===== config.mk =====
export PLATFORM = sky130hd
export DESIGN_NAME = ret_addr_stack_flat
export DESIGN_NICKNAME = d
export VERILOG_FILES = /design/src/rtl/cpu_pkg.sv /design/src/rtl/ret_addr_stack_if.sv /design/src/rtl/ras_regfile.sv /design/src/rtl/ret_addr_stack.sv /design/src/flat_wrapper.sv
export SDC_FILE = /design/constraint.sdc
export NUM_CORES = 1
export LEC_CHECK = 0
export ABC_AREA = 1
export BUFFER_PORTS_ARGS = -buffer_cell sky130_fd_sc_hd__clkbuf_2
export CAP_MARGIN = 20
export CORE_MARGIN = 2
export CORE_UTILIZATION = 30
export DETAILED_ROUTE_END_ITERATION = 8
export PLACE_DENSITY_LB_ADDON = 0.3
export SYNTH_ARGS = -nofsm -noshare
export SYNTH_HDL_FRONTEND = slang
export SYNTH_SLANG_ARGS = --single-unit

===== constraint.sdc =====
create_clock -name clk -period 4.38 [get_ports clk]
set_input_delay 0.876 -clock clk [delete_from_list [all_inputs] [get_ports clk]]
set_output_delay 0.876 -clock clk [all_outputs]
set_load 0.01 [all_outputs]

===== src/rtl/cpu_pkg.sv =====
// cpu_pkg: shared CPU pipeline constants and types.
// Holds the PC width and the return-address-stack state enum.
package cpu_pkg;

    localparam int ADDR_W = 19;

    typedef enum logic {
        RUN  = 1'b0,
        TRAP = 1'b1
    } ras_state_e;

endpackage


===== src/rtl/ret_addr_stack_if.sv =====
// ret_addr_stack_if: decode-side controls and fetch-side results
// of the return-address stack, as master/slave modports.
interface ret_addr_stack_if #(
    parameter int ADDR_W = 19,
    parameter int DEPTH  = 16
);
    localparam int CW = $clog2(DEPTH) + 1;

    logic              push;
    logic [ADDR_W-1:0] push_addr;
    logic              pop;
    logic              flush;
    logic [ADDR_W-1:0] pop_addr;
    logic              pop_valid;
    logic [CW-1:0]     count;
    logic              full;
    logic              empty;
    logic              ovf;
    logic              udf;

    modport master (
        output push, push_addr, pop, flush,
        input  pop_addr, pop_valid, count,
        input  full, empty, ovf, udf
    );

    modport slave (
        input  push, push_addr, pop, flush,
        output pop_addr, pop_valid, count,
        output full, empty, ovf, udf
    );

endinterface


===== src/rtl/ras_regfile.sv =====
// ras_regfile: DEPTH x ADDR_W entry storage for the return stack.
// One clocked write port, one combinational read port.
module ras_regfile #(
    parameter int ADDR_W = 19,
    parameter int DEPTH  = 16
) (
    input  logic                     clk,
    input  logic                     we,
    input  logic [$clog2(DEPTH)-1:0] waddr,
    input  logic [ADDR_W-1:0]        wdata,
    input  logic [$clog2(DEPTH)-1:0] raddr,
    output logic [ADDR_W-1:0]        rdata
);
    logic [ADDR_W-1:0] mem [DEPTH];

    // Entry contents carry no reset; only the pointer defines validity.
    always_ff @(posedge clk) begin
        if (we) begin
            mem[waddr] <= wdata;
        end
    end

    assign rdata = mem[raddr];

endmodule


===== src/rtl/ret_addr_stack.sv =====
// ret_addr_stack: return-address stack with pointer, count and flags.
// Define RAS_OVF_TRAP_EN for trap-on-overflow/underflow; else circular.
module ret_addr_stack #(
    parameter int ADDR_W = cpu_pkg::ADDR_W,
    parameter int DEPTH  = 16
) (
    input logic             clk,
    input logic             rst_n,
    ret_addr_stack_if.slave bus
);
    import cpu_pkg::*;

    localparam int PW = $clog2(DEPTH);
    localparam int CW = PW + 1;
    localparam logic [CW-1:0] FULL_CNT = CW'(DEPTH);

    logic [PW-1:0]     sp, sp_n, top, waddr;
    logic [CW-1:0]     cnt, cnt_n;
    logic [ADDR_W-1:0] pa, pa_n, rdata;
    logic              pv, pv_n, we, run;
    logic              is_full, is_empty;

`ifdef RAS_OVF_TRAP_EN
    ras_state_e st, st_n;
    logic       ovf_q, ovf_n, udf_q, udf_n;
`endif

    assign top      = sp - 1'b1;
    assign is_full  = (cnt == FULL_CNT);
    assign is_empty = (cnt == '0);

    ras_regfile #(
        .ADDR_W (ADDR_W),
        .DEPTH  (DEPTH)
    ) u_rf (
        .clk   (clk),
        .we    (we),
        .waddr (waddr),
        .wdata (bus.push_addr),
        .raddr (top),
        .rdata (rdata)
    );

    // Next-state: flush first, then stack ops in priority order.
    always_comb begin
        sp_n  = sp;
        cnt_n = cnt;
        pa_n  = pa;
        pv_n  = 1'b0;
        we    = 1'b0;
        waddr = sp;
`ifdef RAS_OVF_TRAP_EN
        st_n  = st;
        ovf_n = ovf_q;
        udf_n = udf_q;
        run   = (st == RUN);
`else
        run   = 1'b1;
`endif
        priority case (1'b1)
            bus.flush: begin
                sp_n  = '0;
                cnt_n = '0;
`ifdef RAS_OVF_TRAP_EN
                st_n  = RUN;
                ovf_n = 1'b0;
                udf_n = 1'b0;
`endif
            end
            !run: begin
            end
            bus.push && bus.pop && !is_empty: begin
                we    = 1'b1;
                waddr = top;
                pa_n  = rdata;
                pv_n  = 1'b1;
            end
            bus.push && is_full: begin
`ifdef RAS_OVF_TRAP_EN
                ovf_n = 1'b1;
                st_n  = TRAP;
`else
                we    = 1'b1;
                sp_n  = sp + 1'b1;
`endif
            end
            bus.push: begin
                we    = 1'b1;
                sp_n  = sp + 1'b1;
                cnt_n = cnt + 1'b1;
`ifdef RAS_OVF_TRAP_EN
                if (bus.pop) begin
                    udf_n = 1'b1;
                    st_n  = TRAP;
                end
`endif
            end
            bus.pop && !is_empty: begin
                pa_n  = rdata;
                pv_n  = 1'b1;
                sp_n  = top;
                cnt_n = cnt - 1'b1;
            end
            bus.pop: begin
`ifdef RAS_OVF_TRAP_EN
                udf_n = 1'b1;
                st_n  = TRAP;
`endif
            end
            default: begin
            end
        endcase
    end

    // Pointer, occupancy and registered pop result.
    always_ff @(posedge clk or negedge rst_n) begin
        if (!rst_n) begin
            sp  <= '0;
            cnt <= '0;
            pa  <= '0;
            pv  <= 1'b0;
        end else begin
            sp  <= sp_n;
            cnt <= cnt_n;
            pa  <= pa_n;
            pv  <= pv_n;
        end
    end

`ifdef RAS_OVF_TRAP_EN
    // RUN/TRAP state and the sticky error flags.
    always_ff @(posedge clk or negedge rst_n) begin
        if (!rst_n) begin
            st    <= RUN;
            ovf_q <= 1'b0;
            udf_q <= 1'b0;
        end else begin
            st    <= st_n;
            ovf_q <= ovf_n;
            udf_q <= udf_n;
        end
    end

    assign bus.ovf = ovf_q;
    assign bus.udf = udf_q;
`else
    assign bus.ovf = 1'b0;
    assign bus.udf = 1'b0;
`endif

    assign bus.pop_addr  = pa;
    assign bus.pop_valid = pv;
    assign bus.count     = cnt;
    assign bus.full      = is_full;
    assign bus.empty     = is_empty;

endmodule


===== src/flat_wrapper.sv =====
// flat-port wrapper written by rule: the top's interface ports become plain ports
module ret_addr_stack_flat import cpu_pkg::*;
#(
    parameter int ADDR_W = cpu_pkg::ADDR_W,
    parameter int DEPTH  = 16
)
  (clk, rst_n, bus_push, bus_push_addr, bus_pop, bus_flush, bus_pop_addr, bus_pop_valid, bus_count, bus_full, bus_empty, bus_ovf, bus_udf);
  ret_addr_stack_if #(.ADDR_W(ADDR_W), .DEPTH(DEPTH)) bus_i ();
  input logic clk;
  input logic rst_n;
  input wire logic [$bits(bus_i.push)-1:0] bus_push;
  input wire logic [$bits(bus_i.push_addr)-1:0] bus_push_addr;
  input wire logic [$bits(bus_i.pop)-1:0] bus_pop;
  input wire logic [$bits(bus_i.flush)-1:0] bus_flush;
  output wire logic [$bits(bus_i.pop_addr)-1:0] bus_pop_addr;
  output wire logic [$bits(bus_i.pop_valid)-1:0] bus_pop_valid;
  output wire logic [$bits(bus_i.count)-1:0] bus_count;
  output wire logic [$bits(bus_i.full)-1:0] bus_full;
  output wire logic [$bits(bus_i.empty)-1:0] bus_empty;
  output wire logic [$bits(bus_i.ovf)-1:0] bus_ovf;
  output wire logic [$bits(bus_i.udf)-1:0] bus_udf;
  assign bus_i.push = bus_push;
  assign bus_i.push_addr = bus_push_addr;
  assign bus_i.pop = bus_pop;
  assign bus_i.flush = bus_flush;
  assign bus_pop_addr = bus_i.pop_addr;
  assign bus_pop_valid = bus_i.pop_valid;
  assign bus_count = bus_i.count;
  assign bus_full = bus_i.full;
  assign bus_empty = bus_i.empty;
  assign bus_ovf = bus_i.ovf;
  assign bus_udf = bus_i.udf;
  ret_addr_stack #(.ADDR_W(ADDR_W), .DEPTH(DEPTH)) u_core (.clk(clk), .rst_n(rst_n), .bus(bus_i));
endmodule

==> results.py, run 1 <==
metrics = {
    "placed_design": {
        "dpl.hpwl_um": 20700,
        "post-place-ws_ns": 1.01,
        "globalplace.congestion": 0.760,
        "portBuffers": 50,
    },
    "critical_path": {
        "cp_top_family": "buffers and inverters",
        "endpoint_kind": "flip-flop",
        "max_stage_delay_ns": 0.92,
        "rr_startpoint": "u_core.sp[0]",
        "worst-path-buf-inv": 2,
        "r2r_end": "u_core.bus.pop_addr[14]",
        "cp-start-kind": "flip-flop",
        "cp_common_cell": "nand2_1",
        "crit_fanout": 90,
        "cp.required_ns": 4.86,
        "cp_slowest_cell": "buf_4",
        "critPathKind": "flip-flop to flip-flop",
        "worstSetupPathDepth": 10,
        "arrival_ns": 3.42,
        "r2r_setup_slack_ns": 1.44,
        "rr_worst_depth": 10,
        "crit_chain": "buf_4 -> buf_4 -> nand2_1 -> nand2_1 -> nand2_1 -> nand3_1 -> nand3_1 -> nand2_1 -> nand2_1 -> nand2_1",
    },
    "routing": {
        "wl_per_cell_um": 17.9,
        "dr.pass1.iters": 5,
        "route.detailed.drc": 0,
        "vias": 9744,
        "drt-total-wl_um": 37700,
        "first_iter_violations": 775,
        "routed_via_density": 4.64,
        "ant_nets": 0,
    },
    "timing": {
        "period_minus_slack_ns": 2.94,
        "fin_worst_skew_ns": 0.0264,
        "tightest_slew_ns": 1.05,
        "slew_violations": 0,
        "fin_crit_sh": 0.671,
        "fmax_ghz": 0.340,
        "finalSetupViolations": 0,
        "tns_ns": 0,
        "hold_violations": 0,
        "rsz0062_at_grt": "no",
        "setup_slack_ns": 1.44,
        "slew_headroom": 0.300,
    },
    "yosys": {
        "synth_edf_count": 304,
        "synthArstFlopShare": 0.0871,
        "yosysUniqueCellTypes": 28,
        "synth_warnings": 0,
        "synth_seq_cells": 333,
        "synth_top_area_share": 0.631,
        "synth_area_leaders": "edfxtp_1, nand2_1, nand3_1",
        "synthCells": 1414,
        "yosysTopAreaCell": "edfxtp_1",
        "syn_avg_cell_area_um2": 10.2,
        "synth.most_common_cell": "nand2_1",
        "synthTopCellsByCount": "nand2_1, edfxtp_1, nand3_1",
        "syn_area_um2": 14500,
        "ys.flop_type": "edfxtp_1",
        "yosysSeqAreaShare": 0.681,
    },
    "power": {
        "p_sw_frac": 0.369,
        "finalPower_mw": 9.90,
        "power_frac_clock": 0.296,
        "powerDensity_nw_per_um2": 596,
        "p_leak_nw": 6.98,
        "cell_internal_pwr_mw": 6.24,
        "ir_worst_vdd_mv": 0.513,
        "p_seq_frac": 0.385,
        "power_switching_mw": 3.66,
        "combPwrFrac": 0.319,
    },
    "die": {
        "fp.dieW_um": 224,
        "initial_core_util": 0.304,
        "ios": 53,
        "die_h_um": 224,
        "fp-row-count": 80,
        "dieArea_um2": 50000,
        "core_um2": 47600,
    },
    "finish": {
        "diodes": 0,
        "nFillCells": 4772,
        "drive_gt1_frac": 0.111,
        "seq_area_um2": 9860,
        "multiInputGateArea_um2": 3630,
        "nets": 1489,
        "area_delta_synth_final_pct": 14.9,
    },
    "global_route": {
        "gr-usage-all-layers": 0.153,
        "first_global_vias": 9499,
        "grt_pass1_wl_um": 57900,
        "grt_max_degree": 153,
        "antenna_found_initial": 1,
        "grt-ovfl-total": 0,
    },
    "cts": {
        "holdBufCountCts": 0,
        "cts_buffers": 37,
        "post_cts_buffers": 0,
        "worstSkewPairLatency_ns": 0.56,
        "root_buffer": "clkbuf_16",
        "clock_path_buffers": 3,
        "tritoncts": "built",
        "clk_pin_slew_ns": 0.06,
        "cts_sinks": 333,
        "h-tree-depth": 2,
        "cts_resized": 0,
    },
    "flow_run": {
        "max_cap_viol_count": 0,
    },
    "status": {
        "status": "completed",
    },
    "min_path": {
        "min_path_type": "input port to async pin",
    },
}
through the flow:
stage | cells | utilization | hold WS [ns] | area [um^2]
3_3_place_gp | 2035 | 0.325 | 0.468 | 15500
2_1_floorplan | 1415 | - | 0.515 | 14500
6_report | 2102 | 0.349 | 0.476 | 16600
5_1_grt | 2102 | 0.349 | 0.504 | 16600
3_5_place_dp | 2035 | 0.325 | 0.469 | 15500
4_1_cts | 2102 | 0.349 | 0.484 | 16600
power groups by stage:
stage | Combinational [mW] | Sequential [mW] | Clock [mW]
detailed placement | 3.18 | 3.88 | 0
CTS | 3.19 | 3.82 | 2.99
floorplan | 2.09 | 3.90 | 0
global placement | 3.17 | 3.88 | 0
global route | 3.54 | 3.84 | 3.11
finish | 3.16 | 3.81 | 2.93
worst register-to-register path, delay by kind of cell (launching register included):
kind,cells,cell delay [ns]
DFF,1,0.42
buffers and inverters,2,1.57
and+or+nand+nor,8,0.89
cell families after synthesis:
family	after synthesis	share of synthesized area
AOI/OAI and AO/OA	14	0.00597
xor gates and xnor gates	3	0.00182
adders and majority gates	6	0.00571
buffers and inverters	239	0.0718
DFF	333	0.681
other	1	0.000259
and+or+nand+nor	818	0.233
cell usage in the layout (no fill, tap or decap), types with 2 or more instances in the layout:
cell type	n
inv_1	159
clkinvlp_4	2
inv_2	6
clkbuf_2	50
nand3_2	5
edfxtp_1	304
clkbuf_1	9
clkinv_1	9
nor2_1	8
inv_4	2
buf_12	11
or2_2	2
ha_1	4
xor2_1	3
dfrtp_1	28
conb_1	2
nor2_2	20
buf_4	15
clkbuf_16	37
o21ai_0	4
clkinv_2	6
nand4_1	6
nand2_1	579
o21ai_1	6
nand3_1	197
area by class of cell:
cell class	instances	area share
Tap cell	615	0.0463
Sequential cell	333	0.593
Clock inverter	20	0.0103
Inverter	168	0.0382
Clock buffer	47	0.0586
Timing Repair Buffer	76	0.0351
Multi-Input combinational cell	843	0.218
flip-flops by register name, indices dropped and copies added, names as in the netlist:
register	cells
u_core.bus.pop_valid	1
u_core.u_rf.mem	304
u_core.sp	4
u_core.bus.pop_addr	19
u_core.bus.count	5
worst max path at each step:
stage	startpoint	endpoint	slack [ns]
2_1_floorplan	u_core.sp[0]	u_core.u_rf.mem[14][0]	1.29
3_3_place_gp	bus_push	u_core.u_rf.mem[14][12]	1.10
3_5_place_dp	bus_push	u_core.u_rf.mem[14][13]	1.01
4_1_cts	u_core.sp[0]	u_core.bus.pop_addr[14]	1.48
5_1_grt	u_core.sp[0]	u_core.bus.pop_addr[14]	1.23
6_report	u_core.sp[0]	u_core.bus.pop_addr[14]	1.44
routing by layer:
metal | global-route usage | wire (um)
met2 | 0.249 | 17500
met4 | 0.0454 | 960
met3 | 0.0239 | 2250
met1 | 0.212 | 16900
met5 | 0 | 8
No activity file was read; power rests on OpenSTA's default activity.
==> run 2: changes to the inputs <==
--- a/config.mk
+++ b/config.mk
@@ -5,7 +5,7 @@
 export SDC_FILE = /design/constraint.sdc
 export NUM_CORES = 1
 export LEC_CHECK = 0
-export ABC_AREA = 1
+export ABC_AREA = 0
 export BUFFER_PORTS_ARGS = -buffer_cell sky130_fd_sc_hd__clkbuf_2
 export CAP_MARGIN = 20
 export CORE_MARGIN = 2
==> constraint.sdc (replaced) <==
create_clock -name clk -period 2.4 [get_ports clk]
set_input_delay 0.48 -clock clk [delete_from_list [all_inputs] [get_ports clk]]
set_output_delay 0.48 -clock clk [all_outputs]
set_load 0.01 [all_outputs]
==> results.py, run 2 <==
metrics = {
    "critical_path": {
        "cp.required_ns": 2.61,
        "arrival_ns": 2.57,
        "critPathKind": "flip-flop to flip-flop",
        "endpoint_kind": "flip-flop",
        "r2r_end": "u_core.u_rf.mem[10][4]",
        "cp-start-kind": "flip-flop",
        "crit_fanout": 11,
        "rr_startpoint": "u_core.bus.count[1]",
        "rr_worst_depth": 7,
        "r2r_setup_slack_ns": 0.04,
    },
    "global_route": {
        "antenna_found_initial": 0,
        "first_global_vias": 6641,
        "grt_max_degree": 50,
        "gr-usage-all-layers": 0.138,
        "grt_pass1_wl_um": 44900,
        "grt-ovfl-total": 0,
    },
    "timing": {
        "rsz0062_at_grt": "yes",
        "slew_headroom": 0.540,
        "fmax_ghz": 0.423,
        "period_minus_slack_ns": 2.36,
        "fin_crit_sh": 0.984,
        "setup_slack_ns": 0.0380,
        "slew_violations": 0,
        "finalSetupViolations": 0,
        "fin_worst_skew_ns": 0.0220,
        "tightest_slew_ns": 0.690,
        "timing.hold.ws_ns": 0.339,
        "hold_violations": 0,
    },
    "cts": {
        "root_buffer": "clkbuf_16",
        "clock_path_buffers": 3,
        "clk_pin_slew_ns": 0.06,
        "h-tree-depth": 2,
        "cts_sinks": 333,
        "worstSkewPairLatency_ns": 0.52,
        "cts_buffers": 37,
        "tritoncts": "built",
    },
    "yosys": {
        "synthArstFlopShare": 0.0871,
        "syn_avg_cell_area_um2": 20.9,
        "synth_edf_count": 304,
        "synth_top_area_share": 0.699,
        "synth_warnings": 0,
        "yosysUniqueCellTypes": 45,
        "synth.most_common_cell": "edfxtp_1",
        "synthTopCellsByCount": "edfxtp_1, mux4_2, mux2i_1",
        "yosysTopAreaCell": "edfxtp_1",
        "yosysSeqAreaShare": 0.754,
        "synth_area_leaders": "edfxtp_1, mux4_2, dfrtp_1",
        "ys.flop_type": "edfxtp_1",
        "synth_seq_cells": 333,
        "synthCells": 626,
        "syn_area_um2": 13100,
    },
    "finish": {
        "nets": 787,
        "layout.cells.non_filler": 1368,
        "final_common_cell": "edfxtp_1",
        "drive_gt1_frac": 0.386,
        "largest_reg_flops": 304,
        "top_register": "u_core.u_rf.mem",
        "layout_common_cells": "edfxtp_1, mux4_2, clkbuf_2",
        "diodes": 0,
        "area_delta_synth_final_pct": 25.0,
    },
    "min_path": {
        "min_from": "bus_flush",
        "hold_depth": 3,
        "min_path_type": "input port to flip-flop",
        "hold_end": "u_core.sp[0]",
    },
    "placed_design": {
        "post-place-ws_ns": -0.183,
        "dpl.hpwl_um": 19200,
        "globalplace.congestion": 0.734,
        "placed_cells_incl_taps": 1292,
        "portBuffers": 50,
    },
    "power": {
        "ir_worst_vdd_mv": 0.590,
        "p_sw_frac": 0.303,
        "p_seq_frac": 0.375,
        "cell_internal_pwr_mw": 13.1,
        "power_switching_mw": 5.68,
        "powerDensity_nw_per_um2": 1150,
        "power_frac_clock": 0.290,
        "finalPower_mw": 18.7,
        "p_leak_nw": 5.46,
        "combPwrFrac": 0.335,
    },
    "routing": {
        "dr.pass1.iters": 6,
        "wl_per_cell_um": 22.0,
        "vias": 6361,
        "first_iter_violations": 545,
        "route.detailed.drc": 0,
        "ant_nets": 0,
        "routed_via_density": 4.65,
        "drt-total-wl_um": 30100,
    },
    "die": {
        "fp-row-count": 76,
        "core_um2": 43000,
        "die_h_um": 213,
        "ios": 53,
        "fp.dieW_um": 213,
        "dieArea_um2": 45200,
        "initial_core_util": 0.304,
    },
    "status": {
        "status": "completed",
    },
    "flow_run": {
        "max_cap_viol_count": 0,
    },
}
run 2: cells by family (layout without fill, tap and decap cells):
logic type / count (synthesis) / after routing / synth area share
compound gates: 43 / 43 / 0.0262
other cells: 1 / 2 / 0.000287
simple gates: 74 / 74 / 0.0259
flops: 333 / 333 / 0.754
xor+xnor: 8 / 8 / 0.00536
buf+inv: 41 / 197 / 0.0151
fa+ha+maj: 6 / 6 / 0.00632
mux: 120 / 120 / 0.166
run 2: critical path: stages, from the launching register on:
cell     delay, ns
dfrtp_2       0.40
or4_4         0.57
o21a_4        0.26
mux2i_4       0.22
a21oi_4       0.12
buf_6         0.15
nor2_4        0.17
buf_12        0.17
run 2: area by class of cell:
type	count	area, um^2
Inverter	6	22.5
Clock inverter	21	204
Multi-Input combinational cell	253	3310
Clock buffer	44	962
Timing Repair Buffer	126	1240
Fill cell	3931	26600
Sequential cell	333	9860
Tap cell	585	732
run 2: power groups by stage:
stage               clock network, mW  logic (mW)  registers [mW]
detailed placement                  0        6.21            7.15
floorplan                           0        3.87            7.18
global placement                    0        6.23            7.14
global route                     5.78        6.78            7.07
finish                           5.44        6.28            7.03
CTS                              5.59        6.33            7.04
run 2: how the worst max path moves through the flow:
stage,from,end,slack (ns),cells past startpoint
floorplan,u_core.bus.count[1],u_core.u_rf.mem[0][0],-0.09,7
global placement,u_core.bus.count[1],u_core.u_rf.mem[8][0],-0.18,5
detailed placement,u_core.bus.count[1],u_core.u_rf.mem[8][16],-0.18,5
CTS,u_core.bus.count[1],bus_empty,-0.004,4
global route,u_core.bus.count[1],u_core.u_rf.mem[10][4],-0.02,7
finish,u_core.bus.count[1],u_core.u_rf.mem[10][4],0.04,7
run 2: what timing repair did:
action,in CTS,in global routing
pin swaps,7,4
buffers inserted,7,3
setup endpoints to repair,306,170
gates cloned,0,0
hold endpoints to repair,16,0
hold buffers,1,0
resized for setup,12,11
run 2: routing by layer:
layer / track usage / routed length [um] / up-vias
met5: 0 / 0 / -
met4: 0.0335 / 462 / 0
met3: 0.0238 / 1760 / 34
met2: 0.234 / 15200 / 158
met1: 0.185 / 12600 / 3323
li1: - / - / 2846
run 2: through the flow:
stage,util,instance area [um^2],TNS (ns)
floorplan,-,13300,-22.02
global placement,0.347,14900,-20.79
global route,0.380,16300,-0.0632
CTS,0.378,16300,-0.00388
finish,0.380,16300,0
detailed placement,0.347,14900,-25.69
